<file path="config.mk">
export PLATFORM = sky130hd
export DESIGN_NAME = sram_2rw_fifo_ctrl
export DESIGN_NICKNAME = d
export VERILOG_FILES = /design/src/rtl/sram_fifo_pkg.sv /design/src/rtl/sram_fifo_obuf.sv /design/src/rtl/sram_2rw_fifo_ctrl.sv
export SDC_FILE = /design/constraint.sdc
export NUM_CORES = 1
export LEC_CHECK = 0
export ABC_AREA = 1
export BUFFER_PORTS_ARGS = -buffer_cell sky130_fd_sc_hd__clkbuf_2
export CAP_MARGIN = 20
export CORE_UTILIZATION = 41
export DETAILED_ROUTE_END_ITERATION = 8
export PLACE_DENSITY = 0.65
export SLEW_MARGIN = 15
export SYNTH_ARGS = -nofsm -noshare
export SYNTH_HDL_FRONTEND = slang
export SYNTH_SLANG_ARGS = --single-unit
</file>
<file path="constraint.sdc">
create_clock -name clock -period 4.45 [get_ports clock]
set_clock_uncertainty 0.2 [all_clocks]
set_input_delay 0.6675 -clock clock [delete_from_list [all_inputs] [get_ports clock]]
set_output_delay 0.6675 -clock clock [all_outputs]
set_load 0.01 [all_outputs]
</file>
<file path="src/rtl/sram_fifo_pkg.sv">
// Shared constants and helpers for the SRAM-backed FIFO controller.
package sram_fifo_pkg;

  localparam int unsigned OBUF_DEPTH = 2;

  localparam string OBUF_OVF_MSG = "sram_fifo_obuf: capture into full output buffer";
  localparam string OBUF_UDF_MSG = "sram_fifo_obuf: pop from empty output buffer";

  typedef enum logic [1:0] {
    OBUF_EMPTY = 2'd0,
    OBUF_ONE   = 2'd1,
    OBUF_TWO   = 2'd2
  } obuf_lvl_e;

  // Occupancy spans 0..DEPTH+OBUF_DEPTH, so two bits beyond the address width.
  function automatic int unsigned count_w(input int unsigned depth);
    return $clog2(depth) + 2;
  endfunction

endpackage

</file>
<file path="src/rtl/sram_fifo_obuf.sv">
// Two-entry registered output buffer; the head drives the consumer directly from flops.
module sram_fifo_obuf
  import sram_fifo_pkg::*;
#(
  parameter int unsigned WIDTH = 36
) (
  input  logic             clk,
  input  logic             rst_n,
  input  logic             clear,
  input  logic             push,
  input  logic [WIDTH-1:0] push_data,
  input  logic             pop,
  output logic             valid,
  output logic [WIDTH-1:0] head,
  output logic [1:0]       cnt
);

  obuf_lvl_e        lvl_q, lvl_d;
  logic [WIDTH-1:0] head_q, tail_q;
  logic             load_head, load_tail, shift;

  always_ff @(posedge clk or negedge rst_n) begin
    if (!rst_n) lvl_q <= OBUF_EMPTY;
    else        lvl_q <= lvl_d;
  end

  always_comb begin
    lvl_d     = lvl_q;
    load_head = '0;
    load_tail = '0;
    shift     = '0;
    case (lvl_q)
      OBUF_EMPTY: begin
        if (push) begin
          lvl_d     = OBUF_ONE;
          load_head = '1;
        end
      end
      OBUF_ONE: begin
        if (push && pop) begin
          load_head = '1;
        end else if (push) begin
          lvl_d     = OBUF_TWO;
          load_tail = '1;
        end else if (pop) begin
          lvl_d = OBUF_EMPTY;
        end
      end
      OBUF_TWO: begin
        if (pop) begin
          shift = '1;
          if (push) load_tail = '1;
          else      lvl_d     = OBUF_ONE;
        end
      end
      default: lvl_d = OBUF_EMPTY;
    endcase
    if (clear) begin
      lvl_d     = OBUF_EMPTY;
      load_head = '0;
      load_tail = '0;
      shift     = '0;
    end
  end

  always_ff @(posedge clk or negedge rst_n) begin
    if (!rst_n) begin
      head_q <= '0;
      tail_q <= '0;
    end else begin
      if (load_head)  head_q <= push_data;
      else if (shift) head_q <= tail_q;
      if (load_tail)  tail_q <= push_data;
    end
  end

  assign valid = (lvl_q != OBUF_EMPTY);
  assign head  = head_q;
  assign cnt   = lvl_q;

  assert property (@(posedge clk) disable iff (!rst_n)
    !(push && !clear && !pop && lvl_q == OBUF_TWO))
    else $error("%s", OBUF_OVF_MSG);

  assert property (@(posedge clk) disable iff (!rst_n)
    !(pop && !clear && lvl_q == OBUF_EMPTY))
    else $error("%s", OBUF_UDF_MSG);

endmodule

</file>
<file path="src/rtl/sram_2rw_fifo_ctrl.sv">
// FIFO controller over a 2RW SRAM macro (RW0 write-only, RW1 read-only) with a
// 2-entry output buffer that hides the 1-cycle read latency.
module sram_2rw_fifo_ctrl
  import sram_fifo_pkg::*;
#(
  parameter  int unsigned WIDTH  = 36,
  parameter  int unsigned DEPTH  = 32,
  localparam int unsigned ADDR_W = $clog2(DEPTH),
  localparam int unsigned CNT_W  = count_w(DEPTH)
) (
  input  logic              clock,
  input  logic              reset_n,
  input  logic              flush,
  input  logic              enq_valid,
  output logic              enq_ready,
  input  logic [WIDTH-1:0]  enq_bits,
  output logic              deq_valid,
  input  logic              deq_ready,
  output logic [WIDTH-1:0]  deq_bits,
  output logic [CNT_W-1:0]  count,
  output logic              mem_wr_clk,
  output logic              mem_rd_clk,
  output logic              mem_wr_en,
  output logic              mem_wr_wmode,
  output logic [ADDR_W-1:0] mem_wr_addr,
  output logic [WIDTH-1:0]  mem_wr_data,
  output logic              mem_rd_en,
  output logic              mem_rd_wmode,
  output logic [ADDR_W-1:0] mem_rd_addr,
  input  logic [WIDTH-1:0]  mem_rd_data
);

  localparam logic [ADDR_W:0] MEM_FULL = (ADDR_W+1)'(DEPTH);

  logic [ADDR_W-1:0] wptr_q, rptr_q;
  logic [ADDR_W:0]   mem_used_q;
  logic              inflight_q;
  logic              enq_fire, deq_fire, rd_issue;
  logic [1:0]        obuf_cnt;
  logic [2:0]        obuf_after;

  assign enq_ready = (mem_used_q < MEM_FULL) && !flush;
  assign enq_fire  = enq_valid && enq_ready;
  assign deq_fire  = deq_valid && deq_ready && !flush;

  // Read only when the buffer will still have a free slot once the pending
  // return lands, counting the slot this cycle's dequeue frees.
  assign obuf_after = 3'(obuf_cnt) + 3'(inflight_q) - 3'(deq_fire);
  assign rd_issue   = (mem_used_q > (ADDR_W+1)'(inflight_q)) && (obuf_after < 3'd2) && !flush;

  always_ff @(posedge clock or negedge reset_n) begin
    if (!reset_n) begin
      wptr_q     <= '0;
      rptr_q     <= '0;
      mem_used_q <= '0;
      inflight_q <= '0;
    end else if (flush) begin
      wptr_q     <= '0;
      rptr_q     <= '0;
      mem_used_q <= '0;
      inflight_q <= '0;
    end else begin
      if (enq_fire) wptr_q <= wptr_q + 1'b1;
      if (rd_issue) rptr_q <= rptr_q + 1'b1;
      inflight_q <= rd_issue;
      // SRAM slot is released on data return so a pending read address is never rewritten.
      mem_used_q <= mem_used_q + (ADDR_W+1)'(enq_fire) - (ADDR_W+1)'(inflight_q);
    end
  end

  sram_fifo_obuf #(
    .WIDTH (WIDTH)
  ) u_obuf (
    .clk       (clock),
    .rst_n     (reset_n),
    .clear     (flush),
    .push      (inflight_q && !flush),
    .push_data (mem_rd_data),
    .pop       (deq_fire),
    .valid     (deq_valid),
    .head      (deq_bits),
    .cnt       (obuf_cnt)
  );

  assign count = CNT_W'(mem_used_q) + CNT_W'(obuf_cnt);

  assign mem_wr_clk   = clock;
  assign mem_rd_clk   = clock;
  assign mem_wr_en    = enq_fire;
  assign mem_wr_wmode = 1'b1;
  assign mem_wr_addr  = wptr_q;
  assign mem_wr_data  = enq_bits;
  assign mem_rd_en    = rd_issue;
  assign mem_rd_wmode = 1'b0;
  assign mem_rd_addr  = rptr_q;

endmodule
</file>
==> results of run 1 <==
## flip-flops by register name, indices dropped and copies added, names as in the netlist
| register | count |
|---|---|
| inflight_q | 1 |
| mem_used_q | 6 |
| u_obuf.head | 36 |
| mem_rd_addr | 5 |
| mem_wr_addr | 5 |
| u_obuf.tail_q | 36 |
| u_obuf.cnt | 2 |
## layer usage
metal	vias up	routed length, um	track usage
li1	2152	-	-
met1	2047	5170	0.232
met2	104	5540	0.314
met3	23	573	0.0386
met4	0	210	0.0848
met5	-	0	0
## worst max-delay path, stage by stage (launching register included)
cell	delay, ps
sky130_fd_sc_hd__dfrtp_1	450
sky130_fd_sc_hd__inv_1	150
sky130_fd_sc_hd__ha_1	270
sky130_fd_sc_hd__inv_2	130
sky130_fd_sc_hd__nand2_1	170
sky130_fd_sc_hd__nor2_1	170
sky130_fd_sc_hd__inv_1	70
sky130_fd_sc_hd__nand2_1	60
sky130_fd_sc_hd__nand3_1	80
sky130_fd_sc_hd__fa_1	500
sky130_fd_sc_hd__nand2_1	50
sky130_fd_sc_hd__nor2_1	80
sky130_fd_sc_hd__nand2_1	160
sky130_fd_sc_hd__nor2_1	250
sky130_fd_sc_hd__clkbuf_2	180
## cell type report
type,count,area [um2],share of cell area
sequential,91,2280,0.394
multi-input combinational,439,2180,0.376
timing repair buffer,100,510,0.0882
inverter,73,277,0.0478
clock buffer,12,239,0.0413
tap,168,210,0.0363
clock inverter,6,96.3,0.0166
## where the power goes
part | switching, uW | internal, uW
clock | 356 | 511
sequential | 208 | 1140
combinational | 870 | 511
## Yosys cell counts (all sizes together)
cell	number
conb	2
o21bai	2
and3	1
nand3	126
nor3	2
ha	20
xor2	4
or2	1
nand4	5
nor2	62
o21ai	6
nand2	197
dfrtp	91
a21oi	4
xnor2	2
fa	3
inv	73
buf	63
clkbuf	5
o22ai	2
## final timing paths
kind                                                  to  cells after the start                           from
max                                            mem_rd_en                     14      u_obuf.cnt[1]$_DFFE_PN0P_
min reg2reg                u_obuf.tail_q[16]$_DFFE_PN0P_                      2  u_obuf.tail_q[16]$_DFFE_PN0P_
min in group clock         u_obuf.tail_q[16]$_DFFE_PN0P_                      2  u_obuf.tail_q[16]$_DFFE_PN0P_
min                              mem_used_q[3]$_DFF_PN0_                      1                        reset_n
max reg2reg                   mem_rd_addr[1]$_DFFE_PN0P_                     15      u_obuf.cnt[1]$_DFFE_PN0P_
max in group asynchronous  u_obuf.tail_q[30]$_DFFE_PN0P_                      2                        reset_n
## cell families after synthesis
kind of cell / Yosys count
AO/OA/AOI/OAI: 14
AND/OR/NAND/NOR: 394
adder cells (fa/ha/maj): 23
flip-flops: 91
XOR/XNOR: 6
buffers and inverters: 141
other: 2
## stage by stage
stage / total power, uW / hold WS, ps
after floorplan: 2350 / 172
final: 3600 / 215
after global routing: 3900 / 293
after global placement: 2720 / 253
after CTS: 3640 / 260
after detailed placement: 2790 / 259
==> reports/summary.md, run 1 <==
After detailed routing, the average wire length per cell comes to 12.9 um. Leaving out fill and tap cells, the most frequent cells in the layout are sky130_fd_sc_hd__nand2_1, sky130_fd_sc_hd__nand3_1, sky130_fd_sc_hd__clkbuf_2, sky130_fd_sc_hd__dfrtp_1, sky130_fd_sc_hd__inv_1. Measured along the x axis, the die boundary spans 114 um.

The average via count per standard cell was 4.87. STA puts the critical path data arrival time at 3110 ps. Timing analysis after detailed placement gives a worst setup slack of 830 ps. The number of buffers inserted for hold repair after clock tree synthesis was 0. Once layout is complete, the cells apart from fillers number 889. The tools report the endpoint type of the worst setup path as a primary output.

Setup repair after global routing left no endpoint under its margin. Setup violations remaining at the end of the flow were counted as 0. The die covers 13,000 um2.

The total overflow left after global routing is 0. The starting density of the core was 0.424; the layout overhead on the synthesized area was 12.1%. The tools report the final count of hold timing violations as 0. For the number of buffers between clock root and the deepest sink, the log shows 2. Number of max-slew violations in the final report: 0. Power spread over the standard cell area amounts to 621 nW/um2. Counting I/O delays and the setup requirement, the final critical path takes 3980 ps.

The most common cell after layout, fill and taps aside was sky130_fd_sc_hd__nand2_1. The placed wire-length estimate after detailed placement came out at 7630 um. The worst setup path is of the flop to primary output kind. The number of global-route vias before repair was 4,172. For the share of the core filled with cells in the final layout, the log shows 0.476. Row generation in the floorplan step produced 40 rows. The synthesized netlist occupies a cell area of 5160 um2.

The core area is 12,200 um2, and the die height is 114 um. The global-route usage over all layers was 0.187; the share of cells above drive strength 1 was 0.179. For the count of max-cap constraint violations, the log shows 0.

The flow ran to the end, and the final reports show no timing, DRC or antenna violations. The tools report the net count after synthesis as 771. Averaged over all synthesized cells, the footprint is 7.69 um2.

The top cell type's share of synthesized area was 0.441. The detailed-routing iteration count for the pre-antenna-repair pass is 5, and the share of the yosys chip area belonging to registers is 0.441. The logs give 340 ps for the clock insertion delay at the later pin of the skew report and 1,217 for the number of filler instances in the final layout.

Root buffer cell: sky130_fd_sc_hd__clkbuf_16. The mux share of post-synthesis cell area is 0. The final cycle utilization of the critical path came out at 0.895. The dominant combinational cell family by area after synthesis was simple AND/OR/NAND/NOR gates.

The final layout contains routed wiring with a total length of 11,500 um. Once the clock tree was built, the setup fixing pass inserted 0 buffers. The number of gates resized after cts is 0, and the number of buffer cells added on primary ports is 99. Data on the critical path is required at its endpoint by 3580 ps.

The final design area excluding fillers was 5790 um2; the sum of negative setup slack was 0 ps. The tools report the post-route antenna net violation count as 0. The global-route wire length before repair is 19,400 um, and the placed standard-cell area is 5460 um2. Xor and xnor area share after synthesis: 0.0102. The number of standard cells after synthesis was 671; the routability congestion estimate was 0.800. The slew at the pin closest to its max-slew limit was 1060 ps; the achievable frequency was 0.251 GHz.

Number of antenna violations at the first check in global routing: 0. Yosys attributes the largest share of cell area to sky130_fd_sc_hd__dfrtp_1, sky130_fd_sc_hd__nand2_1, sky130_fd_sc_hd__nand3_1. For the net count of the finished layout, the log shows 816. For the number of diodes added for antenna fixing, the log shows 0.

The post-synthesis adder-cell area fraction is 0.0601. The tools report the total number of yosys warnings as 0. TritonCTS built the clock tree.

IR analysis of the VDD net gives a maximum drop of 0.291 mV. During I/O placement, the number of pins put on the boundary was 174. The sort of element at the start of the critical path was a flop.

The H-tree was split into 3 levels. For the leakage power, the log shows 0.00312 uW. In the routed design, unresolved DRC markers number 0. Entering global routing, the biggest net connects 73 pins. The number of unique standard cell types used by synthesis was 32.

The synthesized design contains 91 register bits. The worst register-to-register path has a setup slack of 1450 ps. Including well taps, the total number of placed cells is 873.

The min-delay analysis places its worst path in the category input port to asynchronous set/reset pin. Clock-pin slew was measured on the worst setup and hold paths at 70 ps. The final critical-path setup slack was 468 ps.

The cell type contributing the most total cell area after synthesis is sky130_fd_sc_hd__dfrtp_1. The routed layout has 4,326 vias. The relative max-transition margin came out at 0.293. The compound-gate portion of the synthesized area came out at 0.0170. For the DRC violation total after the first TritonRoute iteration, the log shows 252. The maximum fanout encountered on the critical timing path came out at 7.

The simple-gate portion of the synthesized area was 0.330; the number of clock buffers inserted by TritonCTS was 9.
No activity file was read; power rests on OpenSTA's default activity.
==> run 2, diff against run 1 <==
==> constraint.sdc (replaced) <==
create_clock -name clock -period 4.5 [get_ports clock]
set_clock_uncertainty 0.2 [all_clocks]
set_input_delay 0.675 -clock clock [delete_from_list [all_inputs] [get_ports clock]]
set_output_delay 0.675 -clock clock [all_outputs]
set_load 0.01 [all_outputs]
==> reports/summary.md, run 2 (synthesis gave the netlist of run 1 again) <==
The area occupied by registers came out at 2280 um2. The via count is 4,322. The run finished with clean final reports. The logs give 0 for the number of diodes added for antenna fixing and 0.345 mV for the highest ir drop seen on vdd. Among all stages on the critical path, the largest delay is contributed by sky130_fd_sc_hd__dfrtp_1.

Post-CTS timing repair inserted 0 buffers for setup. The leakage power was 0.00312 uW. Post-CTS clock slew at the launch and capture registers of the worst setup and hold paths: 60 ps. The tools report the detailed-routing iteration count for the pre-antenna-repair pass as 6. The placed wire-length estimate after detailed placement was 7720 um. The logs give 4,136 for the number of global-route vias before repair and 257 for the DRC violation total after the first TritonRoute iteration.

The number of filler instances in the final layout came out at 1,210. The layout overhead on the synthesized area works out to 12.1%. The placement row count was 40.

Prior to clock tree synthesis, the placed netlist has a worst setup slack of 808 ps. Setup repair after global routing left no endpoint under its margin. The most numerous cell type found on the critical path is sky130_fd_sc_hd__nand2_1. The number of buffer cells added on primary ports is 99, and the number of buffers inserted for hold repair after clock tree synthesis is 0.

The logs give 2180 um2 for the footprint of the multi-input gates and 2 for the number of buffers between clock root and the deepest sink. The count of nets left with antenna violations once routing finished came out at 0. The run gives 0.338 as the relative max-transition margin. At the end of the flow, the number of nets in the layout was 818.

Data arrives at the worst endpoint at 3150 ps. The starting density of the core is 0.424. The share of cells above drive strength 1 is 0.181. The cell sitting at the root of the clock tree is a sky130_fd_sc_hd__clkbuf_16. The maximum fanout encountered on the critical timing path is 7.

The tools report the final count of hold timing violations as 0. After detailed routing, the number of remaining DRC violations is 0. The count of buffer and inverter cells on the critical path was 4.

The tightest min-delay check is of the input port to asynchronous set/reset pin type. CTS H-tree depth: 3. The die covers 13,000 um2.

The number of clock buffers inserted by TritonCTS is 9. For the pin with the worst max-slew slack, the measured transition is 990 ps. The run gives 0.248 GHz as the achievable frequency. Pin placement for this block handled 174 I/O pins. The average via count per standard cell came out at 4.85. The critical path goes through inv_1 -> ha_1 -> inv_2 -> nand2_1 -> nor2_1 -> inv_1 -> nand2_1 -> nand3_1 -> fa_1 -> nand2_1 -> nand2_1 -> nor2_1 -> nand2_1 -> nor2_1 -> clkbuf_2. Number of max-slew violations in the final report: 0. Critical path's top delay family: simple AND/OR/NAND/NOR gates. For the global-route wire length before repair, the log shows 19,500 um.

The critical path class was flop to primary output. Routability-driven placement finished with a final weighted congestion of 0.798. The sort of element at the start of the critical path is a flop. In this run the vertical extent of the chip is 114 um.

The final setup violation count came out at 0. The tool flagged a number of max-cap violations equal to 0. For this run the aggregate overflow at the end of global routing stands at 0. The maximum number of pins on one net before global-route repair is 73, and the number of gates resized after cts is 0. In this design, the stage delay of the slowest critical-path cell is 460 ps. Dividing total power by cell area gives a power density of 602 nW/um2. Most common cell after layout, fill and taps aside: sky130_fd_sc_hd__nand2_1.

Once placement completed, the tool counted placed cells totaling 874. The final cycle utilization of the critical path was 0.895. The run gives 0 ps as the sum of negative setup slack. TritonCTS built the clock tree. The worst setup path is captured at a primary output. The number of antenna violations at the first check in global routing came out at 0. Wires add up to 11,600 um. The worst path needs 4030 ps of the cycle, external delays included. After detailed routing, the average wire length per cell comes to 13.0 um. The logs give 0.189 for the global-route usage over all layers and 0.476 for the share of the core filled with cells in the final layout. The tools report the core area as 12,200 um2.

The top cell types in the final layout, fill and taps aside, are sky130_fd_sc_hd__nand2_1, sky130_fd_sc_hd__nand3_1, sky130_fd_sc_hd__clkbuf_2, sky130_fd_sc_hd__dfrtp_1, sky130_fd_sc_hd__inv_1. Once layout is complete, the cells apart from fillers number 891. The endpoint required time on the critical path was 3620 ps.

In this run the horizontal extent of the chip is 114 um. The worst path meets setup with 473 ps of slack. The clock insertion delay at the later pin of the skew report came out at 350 ps.
run 2: metrics by stage:
step	hold WS (ps)	area [um2]	power (uW)
finish	234	5780	3480
floorplan	179	5160	2330
CTS	268	5760	3510
global route	291	5780	3790
global placement	253	5470	2690
detailed placement	258	5470	2760
run 2: final timing paths:
kind                                               startpoint                            end  slack (ps)  cells after the start
worst max-delay path                u_obuf.cnt[1]$_DFFE_PN0P_                      mem_rd_en         470                     15
worst min-delay path                                  reset_n        mem_used_q[4]$_DFF_PN0_         230                      1
worst max register to register      u_obuf.cnt[1]$_DFFE_PN0P_     mem_rd_addr[1]$_DFFE_PN0P_        1470                     16
worst min register to register  u_obuf.tail_q[30]$_DFFE_PN0P_  u_obuf.tail_q[30]$_DFFE_PN0P_         270                      2
max in group asynchronous                             reset_n     u_obuf.head[2]$_DFFE_PN0P_        2970                      2
min in group clock              u_obuf.tail_q[30]$_DFFE_PN0P_  u_obuf.tail_q[30]$_DFFE_PN0P_         270                      2
run 2: area by class of cell:
type,instances,share of cell area
Inverter,73,0.0478
Multi-Input combinational cell,439,0.376
Timing Repair Buffer,102,0.0943
Clock buffer,14,0.0461
Tap cell,168,0.0363
Sequential cell,91,0.394
Clock inverter,4,0.00519
run 2: power breakdown:
part	internal, uW	switching (uW)
sequential	1130	209
combinational	519	866
clock	419	343
run 2: routing by layer:
layer  vias up  wire length [um]  global-route usage
met4         0               252              0.0857
li1       2157                 -                   -
met1      2037              5150               0.234
met5         -                 0                   0
met3        26               551              0.0376
met2       102              5630               0.319
run 2: worst reg2reg max path, stage by stage, from the launching register on:
cell and delay [ps]:
sky130_fd_sc_hd__dfrtp_1 460, sky130_fd_sc_hd__inv_1 150, sky130_fd_sc_hd__ha_1 280, sky130_fd_sc_hd__inv_2 130, sky130_fd_sc_hd__nand2_1 170, sky130_fd_sc_hd__nor2_1 160
sky130_fd_sc_hd__inv_1 70, sky130_fd_sc_hd__nand2_1 70, sky130_fd_sc_hd__nand3_1 90, sky130_fd_sc_hd__fa_1 410, sky130_fd_sc_hd__nand2_1 100, sky130_fd_sc_hd__nand2_1 50
sky130_fd_sc_hd__nor2_1 100, sky130_fd_sc_hd__nand2_1 160, sky130_fd_sc_hd__nor2_1 240, sky130_fd_sc_hd__nand2_1 70, sky130_fd_sc_hd__nand2_1 70
